**src/rtl/mem_stage.sv**
```systemverilog
// mem_stage: RV32I memory stage.
// Drives a single-port data bus with a req/ready handshake, lane-aligns stores,
// extends loads, and registers every writeback field into the W pipeline register.
// Holds the front of the pipeline while an access is outstanding, and reports
// misaligned accesses and bus timeouts as exceptions on the retired op.
module mem_stage #(
    parameter int TIMEOUT = 255,
    parameter int TO_W    = 8
) (
    input  logic        clk,
    input  logic        rst_n,
    input  logic        memRead_M,
    input  logic        memWrite_M,
    input  logic        regWrite_M,
    input  logic [2:0]  resultScr_M,
    input  logic [2:0]  mode_M,
    input  logic [31:0] ALURuslt_M,
    input  logic [31:0] write_Data_M,
    input  logic [31:0] imm_extended_M,
    input  logic [31:0] pc4_M,
    input  logic [31:0] PC_target_mux_M,
    input  logic [4:0]  rd_M,
    output logic        dmem_req,
    output logic        dmem_we,
    output logic [31:0] dmem_addr,
    output logic [3:0]  dmem_be,
    output logic [31:0] dmem_wdata,
    input  logic [31:0] dmem_rdata,
    input  logic        dmem_ready,
    output logic        stall_M,
    output logic        regWrite_W,
    output logic [2:0]  resultScr_W,
    output logic [31:0] ReadData_W,
    output logic [31:0] ALURuslt_W,
    output logic [31:0] imm_extended_W,
    output logic [31:0] pc4_W,
    output logic [31:0] PC_target_W,
    output logic [4:0]  rd_W,
    output logic        mem_exc_W,
    output logic [1:0]  exc_code_W
);

    localparam logic [0:0] ST_IDLE = 1'b0;
    localparam logic [0:0] ST_WAIT = 1'b1;

    localparam logic [1:0] EXC_NONE       = 2'b00;
    localparam logic [1:0] EXC_LD_MISALGN = 2'b01;
    localparam logic [1:0] EXC_ST_MISALGN = 2'b10;
    localparam logic [1:0] EXC_TIMEOUT    = 2'b11;

    // Halfword ops need an even address, word ops a word-aligned one.
    function automatic logic is_misaligned(input logic [2:0] mode, input logic [1:0] off);
        logic bad;
        case (mode[1:0])
            2'b01:   bad = off[0];
            2'b10:   bad = (off != 2'b00);
            default: bad = 1'b0;
        endcase
        return bad;
    endfunction

    // Byte enables for a store at byte offset off; loads always read the full word.
    function automatic logic [3:0] store_be(input logic [2:0] mode, input logic [1:0] off);
        logic [3:0] be;
        case (mode[1:0])
            2'b00:   be = 4'b0001 << off;
            2'b01:   be = 4'b0011 << off;
            default: be = 4'b1111;
        endcase
        return be;
    endfunction

    // Store data is replicated across lanes so the byte enables alone pick the target bytes.
    function automatic logic [31:0] store_data(input logic [2:0] mode, input logic [31:0] d);
        logic [31:0] w;
        case (mode[1:0])
            2'b00:   w = {4{d[7:0]}};
            2'b01:   w = {2{d[15:0]}};
            default: w = d;
        endcase
        return w;
    endfunction

    // Pick the addressed byte/half out of the read word and extend it as funct3 requests.
    function automatic logic [31:0] load_extend(input logic [2:0] mode, input logic [1:0] off,
                                                input logic [31:0] word);
        logic [7:0]  b;
        logic [15:0] h;
        logic [31:0] r;
        b = 8'(word >> {off, 3'b000});
        h = off[1] ? word[31:16] : word[15:0];
        case (mode)
            3'b000:  r = {{24{b[7]}}, b};
            3'b001:  r = {{16{h[15]}}, h};
            3'b100:  r = {24'h0, b};
            3'b101:  r = {16'h0, h};
            default: r = word;
        endcase
        return r;
    endfunction

    logic [0:0]      state_q, state_d;
    logic [TO_W-1:0] cnt_q, cnt_d;

    logic        regWrite_q, regWrite_d;
    logic [2:0]  resultScr_q, resultScr_d;
    logic [31:0] ReadData_q, ReadData_d;
    logic [31:0] ALURuslt_q, ALURuslt_d;
    logic [31:0] imm_q, imm_d;
    logic [31:0] pc4_q, pc4_d;
    logic [31:0] pct_q, pct_d;
    logic [4:0]  rd_q, rd_d;
    logic        exc_q, exc_d;
    logic [1:0]  code_q, code_d;

    logic [1:0]  off;
    logic        is_mem;
    logic        misalign;
    logic        access_ok;
    logic        req;
    logic        stall;
    logic        complete;
    logic        timeout;
    logic [31:0] load_val;

    assign off       = ALURuslt_M[1:0];
    assign is_mem    = memRead_M | memWrite_M;
    assign misalign  = is_mem & is_misaligned(mode_M, off);
    assign access_ok = is_mem & ~misalign;
    assign load_val  = load_extend(mode_M, off, dmem_rdata);

    // Handshake FSM: issue in IDLE, hold the request in WAIT until ready or timeout.
    always_comb begin
        state_d  = state_q;
        cnt_d    = cnt_q;
        req      = 1'b0;
        stall    = 1'b0;
        complete = 1'b0;
        timeout  = 1'b0;
        case (state_q)
            ST_IDLE: begin
                if (access_ok) begin
                    req = 1'b1;
                    if (dmem_ready) begin
                        complete = 1'b1;
                    end else begin
                        // The issue cycle counts as the first stalled cycle of the budget.
                        stall   = 1'b1;
                        state_d = ST_WAIT;
                        cnt_d   = TO_W'(1);
                    end
                end
            end
            ST_WAIT: begin
                if (dmem_ready) begin
                    // Ready beats timeout when both land in the same cycle.
                    req      = 1'b1;
                    complete = 1'b1;
                    state_d  = ST_IDLE;
                    cnt_d    = '0;
                end else if (cnt_q == TO_W'(TIMEOUT)) begin
                    timeout = 1'b1;
                    state_d = ST_IDLE;
                    cnt_d   = '0;
                end else begin
                    req   = 1'b1;
                    stall = 1'b1;
                    cnt_d = cnt_q + TO_W'(1);
                end
            end
            default: begin
                state_d = ST_IDLE;
                cnt_d   = '0;
            end
        endcase
    end

    // Bus side: reset gates req/stall so they drop the instant rst_n falls, even mid-WAIT.
    always_comb begin
        dmem_req   = req & rst_n;
        stall_M    = stall & rst_n;
        dmem_we    = req & rst_n & memWrite_M;
        dmem_addr  = {ALURuslt_M[31:2], 2'b00};
        dmem_be    = memWrite_M ? store_be(mode_M, off) : 4'b1111;
        dmem_wdata = store_data(mode_M, write_Data_M);
    end

    // Next W register contents: bubble while stalled, exception bubble on misalign/timeout.
    always_comb begin
        resultScr_d = resultScr_M;
        ALURuslt_d  = ALURuslt_M;
        imm_d       = imm_extended_M;
        pc4_d       = pc4_M;
        pct_d       = PC_target_mux_M;
        rd_d        = rd_M;
        ReadData_d  = (complete & memRead_M) ? load_val : 32'h0;
        regWrite_d  = regWrite_M;
        exc_d       = 1'b0;
        code_d      = EXC_NONE;
        if (stall) begin
            regWrite_d = 1'b0;
        end else if (misalign) begin
            regWrite_d = 1'b0;
            exc_d      = 1'b1;
            code_d     = memRead_M ? EXC_LD_MISALGN : EXC_ST_MISALGN;
        end else if (timeout) begin
            regWrite_d = 1'b0;
            exc_d      = 1'b1;
            code_d     = EXC_TIMEOUT;
        end
    end

    // FSM state and timeout counter.
    always_ff @(posedge clk or negedge rst_n) begin
        if (!rst_n) begin
            state_q <= ST_IDLE;
            cnt_q   <= '0;
        end else begin
            state_q <= state_d;
            cnt_q   <= cnt_d;
        end
    end

    // W pipeline register, loaded every cycle.
    always_ff @(posedge clk or negedge rst_n) begin
        if (!rst_n) begin
            regWrite_q  <= 1'b0;
            resultScr_q <= '0;
            ReadData_q  <= '0;
            ALURuslt_q  <= '0;
            imm_q       <= '0;
            pc4_q       <= '0;
            pct_q       <= '0;
            rd_q        <= '0;
            exc_q       <= 1'b0;
            code_q      <= EXC_NONE;
        end else begin
            regWrite_q  <= regWrite_d;
            resultScr_q <= resultScr_d;
            ReadData_q  <= ReadData_d;
            ALURuslt_q  <= ALURuslt_d;
            imm_q       <= imm_d;
            pc4_q       <= pc4_d;
            pct_q       <= pct_d;
            rd_q        <= rd_d;
            exc_q       <= exc_d;
            code_q      <= code_d;
        end
    end

    assign regWrite_W     = regWrite_q;
    assign resultScr_W    = resultScr_q;
    assign ReadData_W     = ReadData_q;
    assign ALURuslt_W     = ALURuslt_q;
    assign imm_extended_W = imm_q;
    assign pc4_W          = pc4_q;
    assign PC_target_W    = pct_q;
    assign rd_W           = rd_q;
    assign mem_exc_W      = exc_q;
    assign exc_code_W     = code_q;

endmodule

```
**config.mk**
```make
export PLATFORM = sky130hd
export DESIGN_NAME = mem_stage
export DESIGN_NICKNAME = d
export VERILOG_FILES = /design/src/rtl/mem_stage.sv
export SDC_FILE = /design/constraint.sdc
export NUM_CORES = 1
export LEC_CHECK = 0
export BUFFER_PORTS_ARGS = -buffer_cell sky130_fd_sc_hd__buf_2
export CORE_AREA = 4 4 174 176
export DETAILED_ROUTE_END_ITERATION = 6
export DIE_AREA = 0 0 178 180
export PLACE_DENSITY_LB_ADDON = 0.08
export SLEW_MARGIN = 40
export SYNTH_ARGS = -nofsm -noshare
export SYNTH_HDL_FRONTEND = slang
export SYNTH_SLANG_ARGS = --single-unit
```
**constraint.sdc**
```tcl
create_clock -name clk -period 2.5 [get_ports clk]
set_clock_uncertainty 0.2 [all_clocks]
set_input_delay 0.125 -clock clk [delete_from_list [all_inputs] [get_ports clk]]
set_output_delay 0.125 -clock clk [all_outputs]
set_load 0.02 [all_outputs]
```
# After elaboration in Yosys (flattened, before gate mapping)
# Cells that the tools add are included.
classes:
  add_sub_neg: 1
  n_eq_ne: 8
  shift: 3
  n_mux: 36
  bitwise: 9
  reduce_logical: 4
ops:
  columns: ["operator", "count"]
  rows:
  - ["$pmux W32 S4", 1]
  - ["$pmux W32 S2", 1]
  - ["$mux W32", 1]
  - ["$mux W8", 4]
  - ["$shr A32 B5 Y8", 1]
  - ["$mux W1", 17]
  - ["$mux W16", 1]
  - ["$pmux W8 S2", 1]
  - ["$add A8 B1 Y8 const B", 1]
  - ["$eq A8 B8 Y1 const B", 1]
  - ["$mux W2", 4]
  - ["$pmux W1 S2", 4]
  - ["$pmux W4 S2", 1]
  - ["$and A1 B1 Y1", 6]
  - ["$eq A3 B3 Y1 const B", 2]
  - ["$mux W4", 1]
  - ["$ne A2 B2 Y1 const B", 2]
  - ["$shl A1 B2 Y4 const A", 1]
  - ["$shl A2 B2 Y4 const A", 1]
  - ["$eq A3 B1 Y1 const B", 1]
  - ["$logic_not A3 Y1", 1]
  - ["$eq A2 B1 Y1 const B", 1]
  - ["$eq A2 B2 Y1 const B", 1]
  - ["$logic_not A2 Y1", 1]
  - ["other kinds (4)", 5]
totals:
  regBits: 181
  in_bits: 209
  out_inout_bits: 243
  word_cells: 73

# Logic depth before layout (Yosys ltp)
# Gate-level depths: netlist of the first run.
depth:
  depth_word: 9
  depth_mapped: 9

# Worst setup path after synthesis of the first run
# Ideal clock, no wire load.
synth_timing:
  path_type: "input to output"
  startpoint: "in mode_M[1]"
  endpoint: "out stall_M"
  arrival_ns: 1.775
  setup_slack_ns: 0.400
  stages: 7
  path_buffers: 1
  path_cell_list: "clkbuf_1 inv_1 ha_1 o211ai_1 nand2_1 o41ai_1 and2_1"
synth_between:
  elab_chain_cells: 8
  word_cells_on_any_way: 9
  classes_between: "eq/ne (2); mux (3); bitwise (4)"
synth_rtl:
  columns: ["item", "line_no", "text"]
  rows:
  - ["start: declaration", "16", "input logic [2:0] mode_M,"]
  - ["$eq A2 B2 Y1 / $eq A2 B1 Y1 (equally long branches)", "54", "case (mode[1:0])"]
  - ["$pmux W1 S2 (*)", "54", null]
  - ["$and A1 B1 Y1 (*)", "128", "assign misalign = is_mem & is_misaligned(mode_M, off);"]
  - ["$not A1 Y1 (*)", "129", "assign access_ok = is_mem & ~misalign;"]
  - ["$and A1 B1 Y1 (*)", "129", null]
  - ["$mux W1 (*)", "142", "if (access_ok) begin"]
  - ["$pmux W1 S2 (*)", "140", "case (state_q)"]
  - ["net stall", "121", "logic stall;"]
  - ["$and A1 B1 Y1 (*)", "181", "stall_M = stall & rst_n;"]
  - ["end: declaration", "30", "output logic stall_M,"]
# Mark *: on every way through the listed nets, which the timed path passes. The rest lies on a longest branch.

# Worst setup path in the final report of the first run
layout_timing:
  startpoint: "in rst_n"
  endpoint: "out dmem_req"
layout_between:
  elab_chain_cells: 1
layout_rtl:
  columns: ["item", "line_no", "text"]
  rows:
  - ["start: declaration", "11", "input logic rst_n,"]
  - ["$and A1 B1 Y1", "180", "dmem_req = req & rst_n;"]
  - ["end: declaration", "23", "output logic dmem_req,"]
# Every way passes these cells.

==> impl_metrics.py, run 1 <==
metrics = {
    "floorplan": {
        "die_h_um": 180,
        "core_region_area_um2": 28600,
        "ios": 452,
        "start_util": 0.225,
        "num_rows": 62,
        "die-area_um2": 32000,
        "die_w_um": 178,
    },
    "global_routing": {
        "grt_pass1_vias": 6752,
        "grt_antenna_before_repair": 0,
        "grt_start_max_net_pins": 103,
        "grt_overflow": 0,
        "track_usage": 0.170,
        "grt_pass1_wl_um": 41600,
    },
    "worst_setup_path": {
        "required_ps": 2170,
        "cp_data_arrival_time_ps": 2080,
        "r2r_slack_ps": 340,
        "cp-start-kind": "input pin",
        "crit_family": "buffers and inverters",
        "slowest_delay_ps": 580,
        "slowest_stage": "dlygate4sd3_1",
        "path_cells": "dlygate4sd3_1 > dlygate4sd3_1 > clkbuf_8 > o31ai_2 > nor2b_1 > buf_2",
        "path_max_fanout": 28,
        "cp_common_cell": "dlygate4sd3_1",
        "end_kind": "output port",
        "crit_type": "in2out",
        "path_buf_inv": 4,
    },
    "finish": {
        "final_cell_mix": "buf_2 (448), dlygate4sd3_1 (200), dfrtp_1 (181)",
        "synthToLayoutAreaGrowth_pct": 78.6,
        "layout.nets": 1330,
        "drive_above_1_share": 0.453,
        "final_common_cell": "buf_2",
        "diodes": 0,
        "final_cells": 1513,
    },
    "place": {
        "port_buffers": 449,
        "gp_congestion": 0.772,
        "placed_cells": 1281,
        "dp_hpwl_um": 21100,
    },
    "route": {
        "wl_per_cell_um": 18.3,
        "drt_wl_total_um": 27700,
        "post_drt_via_cell_ratio": 4.04,
        "drtAntennaViolNets": 0,
        "drc": 0,
        "num_vias": 6114,
        "firstDrtPassIters": 4,
        "first_iter_violations": 242,
    },
    "synthesis": {
        "netlist_area_um2": 6440,
        "synth_top_family_by_area": "compound AO/OA/AOI/OAI gates",
        "yosys_warnings": 0,
        "synth-compound-area-share": 0.118,
        "synth_ff_type": "dfrtp_1",
        "synth_mux_area_frac": 0.0206,
        "synth.distinct_cells": 47,
        "syn_inst": 496,
        "synthSimpleGateAreaFrac": 0.0769,
        "async_reset_ff_frac": 1.00,
        "synth-edff-count": 0,
        "synth_area_per_cell_um2": 13.0,
        "synth_fa_ha_area_frac": 0.00971,
        "synth.top_cells.by_area": "dfrtp_1 (70%), buf_4 (4.8%), a21oi_1 (4.2%)",
        "synth_top_area_frac": 0.703,
        "yosysTopAreaCell": "dfrtp_1",
        "synth_seq_area_share": 0.703,
        "synthXorXnorAreaFrac": 0,
        "synth_seq_cells": 181,
    },
    "clock_tree": {
        "path_clk_slew_ps": 70,
        "root_buffer": "clkbuf_16",
        "post-cts-setup-buffers": 0,
        "cts_made_buffers": 17,
        "htreeDepth": 4,
        "clk_path_buf_depth": 2,
        "cts_sinks": 181,
        "cts_tree": "yes",
        "clk_latency_ps": 430,
    },
    "sta": {
        "period_share": 0.963,
        "hold_viol_final": 0,
        "fmax_mhz": 415,
        "tightest_slew_ps": 746,
        "holdWs_ps": 25.7,
        "rsz0062_at_grt": "true",
        "final-max-slew-violation-count": 0,
        "tns_ps": 0,
        "period_minus_slack_ps": 2410,
        "slew_headroom": 0.502,
        "setup_violations": 0,
    },
    "run_status": {
        "outcome": "complete, no violations",
    },
    "run": {
        "drv_cap": 0,
    },
    "power_and_ir_drop": {
        "p_per_area_nw_per_um2": 632,
        "ir_worst_vdd_uv": 436,
        "p_leak_nw": 5.81,
    },
    "min_path": {
        "hp-class": "in2reg",
    },
}
## what timing repair did
action                                 in CTS  in global routing
hold buffers                              200                  0
gates resized for setup                     0                  2
setup endpoints to repair                   0                  3
endpoints found under the hold margin     353                  0
## routing by layer
metal,share of wire,up-vias,global-route usage
li1,-,2896,-
met1,0.38,2925,0.193
met2,0.52,267,0.309
met3,0.078,26,0.0487
met4,0.016,0,0.0483
met5,0,-,0
## Yosys cell counts (all sizes together), types with 3 or more instances
| cell type | instances |
|---|---|
| nand2 | 18 |
| o211ai | 3 |
| dfrtp | 181 |
| mux2 | 8 |
| nand2b | 5 |
| nor2 | 52 |
| a22o | 9 |
| and2 | 4 |
| clkbuf | 11 |
| nor3b | 6 |
| a2bb2oi | 6 |
| nand3 | 7 |
| o21ai | 9 |
| a32oi | 6 |
| nor2b | 4 |
| inv | 12 |
| ha | 5 |
| nor3 | 3 |
| and3 | 3 |
| o31ai | 11 |
| a21o | 3 |
| buf | 53 |
| a21oi | 54 |
## through the flow
step | setup WS (ps) | power (mW) | area [µm²] | util
final | 92.3 | 7.27 | 11500 | 0.402
after global routing | -9.78 | 7.64 | 11500 | 0.402
after CTS | 51.1 | 7.39 | 11500 | 0.401
after detailed placement | 345 | 4.37 | 8900 | 0.311
after global placement | 348 | 4.39 | 8900 | 0.311
after floorplan | 400 | 3.81 | 6440 | -
## where the power goes
| group | total (mW) | leakage [nW] | switching, mW | internal, mW |
|---|---|---|---|---|
| sequential | 3.14 | 2.19 | 0.0598 | 3.08 |
| combinational | 1.45 | 3.33 | 0.811 | 0.638 |
| clock | 2.68 | 0.287 | 1.33 | 1.35 |
| total | 7.27 | 5.81 | 2.20 | 5.07 |
## flip-flops by register name, indices dropped and copies added, names as in the netlist
signal,cells
ALURuslt_W,32
resultScr_W,3
imm_extended_W,32
mem_exc_W,1
pc4_W,32
rd_W,5
exc_code_W,2
ReadData_W,32
cnt_q,8
PC_target_W,32
regWrite_W,1
state_q,1
## worst reg2reg max path, cell delays in order, from the launching register on
cell and delay (ps):
dfrtp_1 430, ha_1 250, nand3_1 160, nor3_1 330, a31oi_1 80, a21oi_1 120
dlygate4sd3_1 550
## cell families (layout without fill, tap and decap cells)
family / after synthesis / after routing
DFF: 181 / 181
adders and majority gates: 5 / 5
and+or+nand+nor: 107 / 107
other: 1 / 2
AOI/OAI and AO/OA: 115 / 115
buffers and inverters: 76 / 708
muxes: 11 / 11
## final timing paths
kind / start / end / cells past startpoint
worst max-delay path: rst_n / dmem_req / 6
worst min-delay path: dmem_rdata[10] / ReadData_W[10]$_DFF_PN0_ / 4
worst max register to register: cnt_q[0]$_DFFE_PN0P_ / exc_code_W[1]$_DFF_PN0_ / 6
worst min register to register: cnt_q[6]$_DFFE_PN0P_ / cnt_q[6]$_DFFE_PN0P_ / 1
max in group asynchronous: rst_n / ReadData_W[9]$_DFF_PN0_ / 4
min in group asynchronous: rst_n / cnt_q[6]$_DFFE_PN0P_ / 3
## area by class of cell
cell class,count,area [µm²]
multi-input cells,240,1480
well taps,384,480
repair buffers,664,4380
clock buffers,18,429
fillers,2828,17100
clock inverters,14,156
flip-flops and latches,181,4530
inverters,12,45.0
(Power assumes the default switching activity.)
==> inputs of run 2 (changes only) <==
- PLACE_DENSITY: not set -> 0.54
- PLACE_DENSITY_LB_ADDON: 0.08 -> not set
==> impl_metrics.py, run 2 (synthesis gave the netlist of run 1 again) <==
metrics = {
    "run_status": {
        "outcome": "finished, violations left",
        "violations": "hold timing",
    },
    "sta": {
        "period_share": 0.954,
        "tns_ps": 0,
        "tightest_slew_ps": 703,
        "fmax_mhz": 419,
        "final-max-slew-violation-count": 0,
        "fin_ws_ps": 114,
        "hold_viol_final": 9,
        "holdWs_ps": -2.22,
        "setup_violations": 0,
        "period_minus_slack_ps": 2390,
        "slew_headroom": 0.531,
    },
    "worst_setup_path": {
        "rr_endpoint": "exc_code_W[1]$_DFF_PN0_",
        "path_max_fanout": 29,
        "reg2regPathDepth": 6,
        "cp_data_arrival_time_ps": 2480,
        "r2r_slack_ps": 290,
        "rr_startpoint": "cnt_q[0]$_DFFE_PN0P_",
        "cp-start-kind": "input pin",
        "crit_type": "in2reg",
        "end_kind": "flip-flop",
        "required_ps": 2600,
    },
    "place": {
        "dpl_worst_slack_ps": 208,
        "port_buffers": 449,
        "placed_cells": 1276,
        "gp_congestion": 0.832,
        "place_area_um2": 8860,
        "dp_hpwl_um": 19000,
    },
    "global_routing": {
        "track_usage": 0.157,
        "grt_start_max_net_pins": 119,
        "grt_antenna_before_repair": 2,
        "grt_pass1_wl_um": 38700,
        "grt_overflow": 0,
        "grt_pass1_vias": 6674,
    },
    "clock_tree": {
        "path_clk_slew_ps": 80,
        "clk_latency_ps": 420,
        "post-cts-setup-buffers": 0,
        "cts_made_buffers": 17,
        "clk_path_buf_depth": 2,
        "cts_tree": "yes",
        "cts_sinks": 181,
        "root_buffer": "clkbuf_16",
        "htreeDepth": 4,
    },
    "route": {
        "first_iter_violations": 314,
        "num_vias": 6181,
        "firstDrtPassIters": 4,
        "drc": 0,
        "post_drt_via_cell_ratio": 4.11,
        "wl_per_cell_um": 17.3,
        "drtAntennaViolNets": 0,
        "drt_wl_total_um": 26000,
    },
    "min_path": {
        "hp-class": "in2async",
    },
    "power_and_ir_drop": {
        "ir_worst_vdd_uv": 420,
        "p_leak_nw": 5.78,
        "finalPower_mw": 7.29,
        "p_per_area_nw_per_um2": 636,
    },
    "floorplan": {
        "ios": 452,
        "die-area_um2": 32000,
        "die_h_um": 180,
        "start_util": 0.225,
        "num_rows": 62,
        "core_region_area_um2": 28600,
        "die_w_um": 178,
    },
    "run": {
        "drv_cap": 0,
    },
    "finish": {
        "final_cell_mix": "buf_2 (448), dlygate4sd3_1 (195), dfrtp_1 (181)",
        "final_common_cell": "buf_2",
        "final_cell_area_um2": 11500,
        "final_cells": 1504,
        "synthToLayoutAreaGrowth_pct": 77.8,
        "layout.nets": 1320,
        "drive_above_1_share": 0.454,
    },
}
## run 2: worst max path at each step
| stage | startpoint | slack [ps] | endpoint | depth (start not counted) |
|---|---|---|---|---|
| after global routing | cnt_q[0]$_DFFE_PN0P_ | -20 | dmem_req | 6 |
| after floorplan | mode_M[1] | 400 | stall_M | 7 |
| after CTS | cnt_q[0]$_DFFE_PN0P_ | 30 | stall_M | 6 |
| after global placement | mode_M[1] | 130 | ReadData_W[30]$_DFF_PN0_ | 8 |
| final | mode_M[1] | 110 | ReadData_W[6]$_DFF_PN0_ | 10 |
| after detailed placement | mode_M[1] | 210 | stall_M | 8 |
## run 2: per-stage QoR
| stage | hold slack (ps) | util |
|---|---|---|
| 2_1_floorplan | -371 | - |
| 3_3_place_gp | -143 | 0.310 |
| 3_5_place_dp | -137 | 0.310 |
| 4_1_cts | 9.34 | 0.399 |
| 5_1_grt | 2.82 | 0.400 |
| 6_report | -2.22 | 0.400 |
## run 2: repair_timing
| action | in CTS | in global routing |
|---|---|---|
| pin swaps | 0 | 0 |
| hold buffers | 195 | 0 |
| endpoints found under the setup margin | 1 | 5 |
| gates resized for setup | 1 | 5 |
| gates cloned | 0 | 0 |
| hold endpoints to repair | 355 | 0 |
## run 2: layout make-up
type,count,area [µm²]
Clock inverter,15,181
Clock buffer,17,425
Inverter,12,45.0
Antenna cell,1,2.50
Tap cell,384,480
Sequential cell,181,4530
Multi-Input combinational cell,240,1490
Timing Repair Buffer,654,4300
Fill cell,2754,17200
## run 2: per-layer routing
layer	up-vias	track usage	wire, µm
met1	2967	0.172	9630
met2	294	0.286	13600
met5	-	0	13
li1	2879	-	-
met4	2	0.0563	684
met3	39	0.0429	2090
## run 2: power breakdown
part           total (mW)  switching, mW  internal [mW]
clock                2.72           1.28           1.44
sequential           3.15         0.0620           3.08
combinational        1.42          0.798          0.624
total                7.29           2.14           5.15
## run 2: worst max-delay path, stage by stage
cell	delay, ps
buf_2	210
inv_1	110
ha_1	220
buf_4	240
nor2_2	170
buf_4	300
and4b_1	230
a221oi_1	220
dlygate4sd3_1	590
nor2_1	40
==> inputs of run 3 (changes only) <==
- BUFFER_PORTS_ARGS: -buffer_cell sky130_fd_sc_hd__buf_2 -> -buffer_cell sky130_fd_sc_hd__buf_4
- RECOVER_POWER: not set -> 25
==> impl_metrics.py, run 3 (synthesis gave the netlist of run 1 again) <==
metrics = {
    "clock_tree": {
        "cts_sinks": 181,
        "cts_tree": "yes",
        "clk_latency_ps": 420,
        "cts_made_buffers": 17,
        "path_clk_slew_ps": 80,
        "clk_path_buf_depth": 2,
        "htreeDepth": 4,
        "post-cts-setup-buffers": 0,
        "root_buffer": "clkbuf_16",
    },
    "power_and_ir_drop": {
        "p_sw_frac": 0.296,
        "switching_power_mw": 2.21,
        "p_leak_nw": 6.01,
        "p_per_area_nw_per_um2": 600,
        "combPwrFrac": 0.216,
        "ir_worst_vdd_uv": 412,
        "p_int_mw": 5.25,
        "p_seq_frac": 0.422,
        "clock_power_share": 0.362,
    },
    "worst_setup_path": {
        "end_kind": "output port",
        "path_max_fanout": 5,
        "slowest_stage": "dfrtp_1",
        "cp-start-kind": "flip-flop",
        "path_cells": "ha_1 > and3_1 > nand3_1 > o31ai_2 > nor2b_1 > buf_4",
        "slowest_delay_ps": 420,
        "cp_data_arrival_time_ps": 2000,
        "crit_type": "reg2out",
        "required_ps": 2170,
    },
    "route": {
        "first_iter_violations": 267,
        "post_drt_via_cell_ratio": 4.13,
        "drtAntennaViolNets": 0,
        "drt_wl_total_um": 26800,
        "firstDrtPassIters": 4,
        "wl_per_cell_um": 17.8,
        "num_vias": 6214,
        "drc": 0,
    },
    "floorplan": {
        "core_region_area_um2": 28600,
        "ios": 452,
        "start_util": 0.225,
        "num_rows": 62,
        "die_h_um": 180,
        "die_w_um": 178,
        "die-area_um2": 32000,
    },
    "sta": {
        "setup_violations": 0,
        "period_share": 0.929,
        "final-max-slew-violation-count": 0,
        "hold_viol_final": 0,
        "slew_headroom": 0.0184,
        "fmax_mhz": 431,
        "rsz0062_at_grt": "false",
        "fin_ws_ps": 178,
        "holdWs_ps": 77.3,
        "tightest_slew_ps": 1470,
        "tns_ps": 0,
        "period_minus_slack_ps": 2320,
    },
    "place": {
        "dp_hpwl_um": 19900,
        "placed_cells": 1277,
        "gp_congestion": 0.813,
        "dpl_worst_slack_ps": 301,
        "port_buffers": 449,
    },
    "global_routing": {
        "grt_pass1_vias": 6834,
        "track_usage": 0.161,
        "grt_start_max_net_pins": 111,
        "grt_antenna_before_repair": 0,
        "grt_overflow": 0,
        "grt_pass1_wl_um": 39800,
    },
    "finish": {
        "synthToLayoutAreaGrowth_pct": 93.4,
        "final_util": 0.435,
        "diodes": 0,
        "drive_above_1_share": 0.429,
        "layout.nets": 1321,
        "final_cells": 1504,
        "final_common_cell": "buf_4",
        "final_cell_mix": "buf_4 (315), dlygate4sd3_1 (195), dfrtp_1 (181)",
        "n_fill_cell": 2656,
    },
    "min_path": {
        "hp-class": "in2reg",
    },
    "run_status": {
        "outcome": "complete, no violations",
    },
    "run": {
        "drv_cap": 0,
    },
}
-- run 3: cell types whose count changed in the layout (fill, tap and decap cells not counted), moves of 2 or more --
cell,change
inv_6,-2
clkinv_4,+3
clkbuf_1,+29
inv_12,+2
clkinv_2,-2
buf_4,+307
clkbuf_4,+114
buf_2,-448
-- run 3: through the flow --
stage	area [µm²]	total power, mW
4_1_cts	12500	7.60
2_1_floorplan	6440	3.81
5_1_grt	12500	7.82
3_3_place_gp	9990	4.58
3_5_place_dp	9990	4.59
6_report	12500	7.47
-- run 3: final timing paths --
path	start	endpoint	slack [ps]	cells after the start
worst max-delay path	cnt_q[0]$_DFFE_PN0P_	dmem_req	180	6
worst min-delay path	mode_M[2]	ReadData_W[12]$_DFF_PN0_	80	3
worst max register to register	cnt_q[0]$_DFFE_PN0P_	exc_code_W[1]$_DFF_PN0_	240	6
worst min register to register	cnt_q[6]$_DFFE_PN0P_	cnt_q[6]$_DFFE_PN0P_	330	1
max in group asynchronous	rst_n	PC_target_W[19]$_DFF_PN0_	540	3
min in group asynchronous	rst_n	cnt_q[1]$_DFFE_PN0P_	220	3
-- run 3: area by class of cell --
| cell class | instances | area (µm²) | area share |
|---|---|---|---|
| clock buffers | 17 | 425 | 0.0342 |
| inverters | 12 | 45.0 | 0.00362 |
| repair buffers | 655 | 5310 | 0.426 |
| flip-flops and latches | 181 | 4530 | 0.364 |
| well taps | 384 | 480 | 0.0386 |
| clock inverters | 15 | 178 | 0.0143 |
| multi-input cells | 240 | 1490 | 0.119 |
-- run 3: worst max-delay path, delay by kind of cell (launching register included) --
family	cells	cell delay, ps
buffers and inverters	1	170
AOI/OAI and AO/OA	1	310
DFF	1	420
and+or+nand+nor	3	450
adders and majority gates	1	220
-- run 3: per-layer routing --
metal | GRT usage | part of all wire | up-vias
met5 | 0 | 0 | -
met4 | 0.0489 | 0.022 | 0
met3 | 0.0479 | 0.082 | 33
met2 | 0.298 | 0.54 | 277
met1 | 0.175 | 0.36 | 3030
li1 | - | - | 2874
-- run 3: power by group through the flow --
stage / clock network, mW / registers, mW / logic, mW
2_1_floorplan: 0 / 3.39 / 0.427
3_3_place_gp: 0 / 3.20 / 1.37
3_5_place_dp: 0 / 3.21 / 1.38
4_1_cts: 2.79 / 3.15 / 1.66
5_1_grt: 2.91 / 3.17 / 1.73
6_report: 2.70 / 3.15 / 1.61
-- run 3: what timing repair did --
action                     4_1_cts  5_1_grt
hold buffers                   195        0
setup endpoints to repair        1        3
hold endpoints to repair       356        0
gates resized for setup          1        4
cloned                           0        0
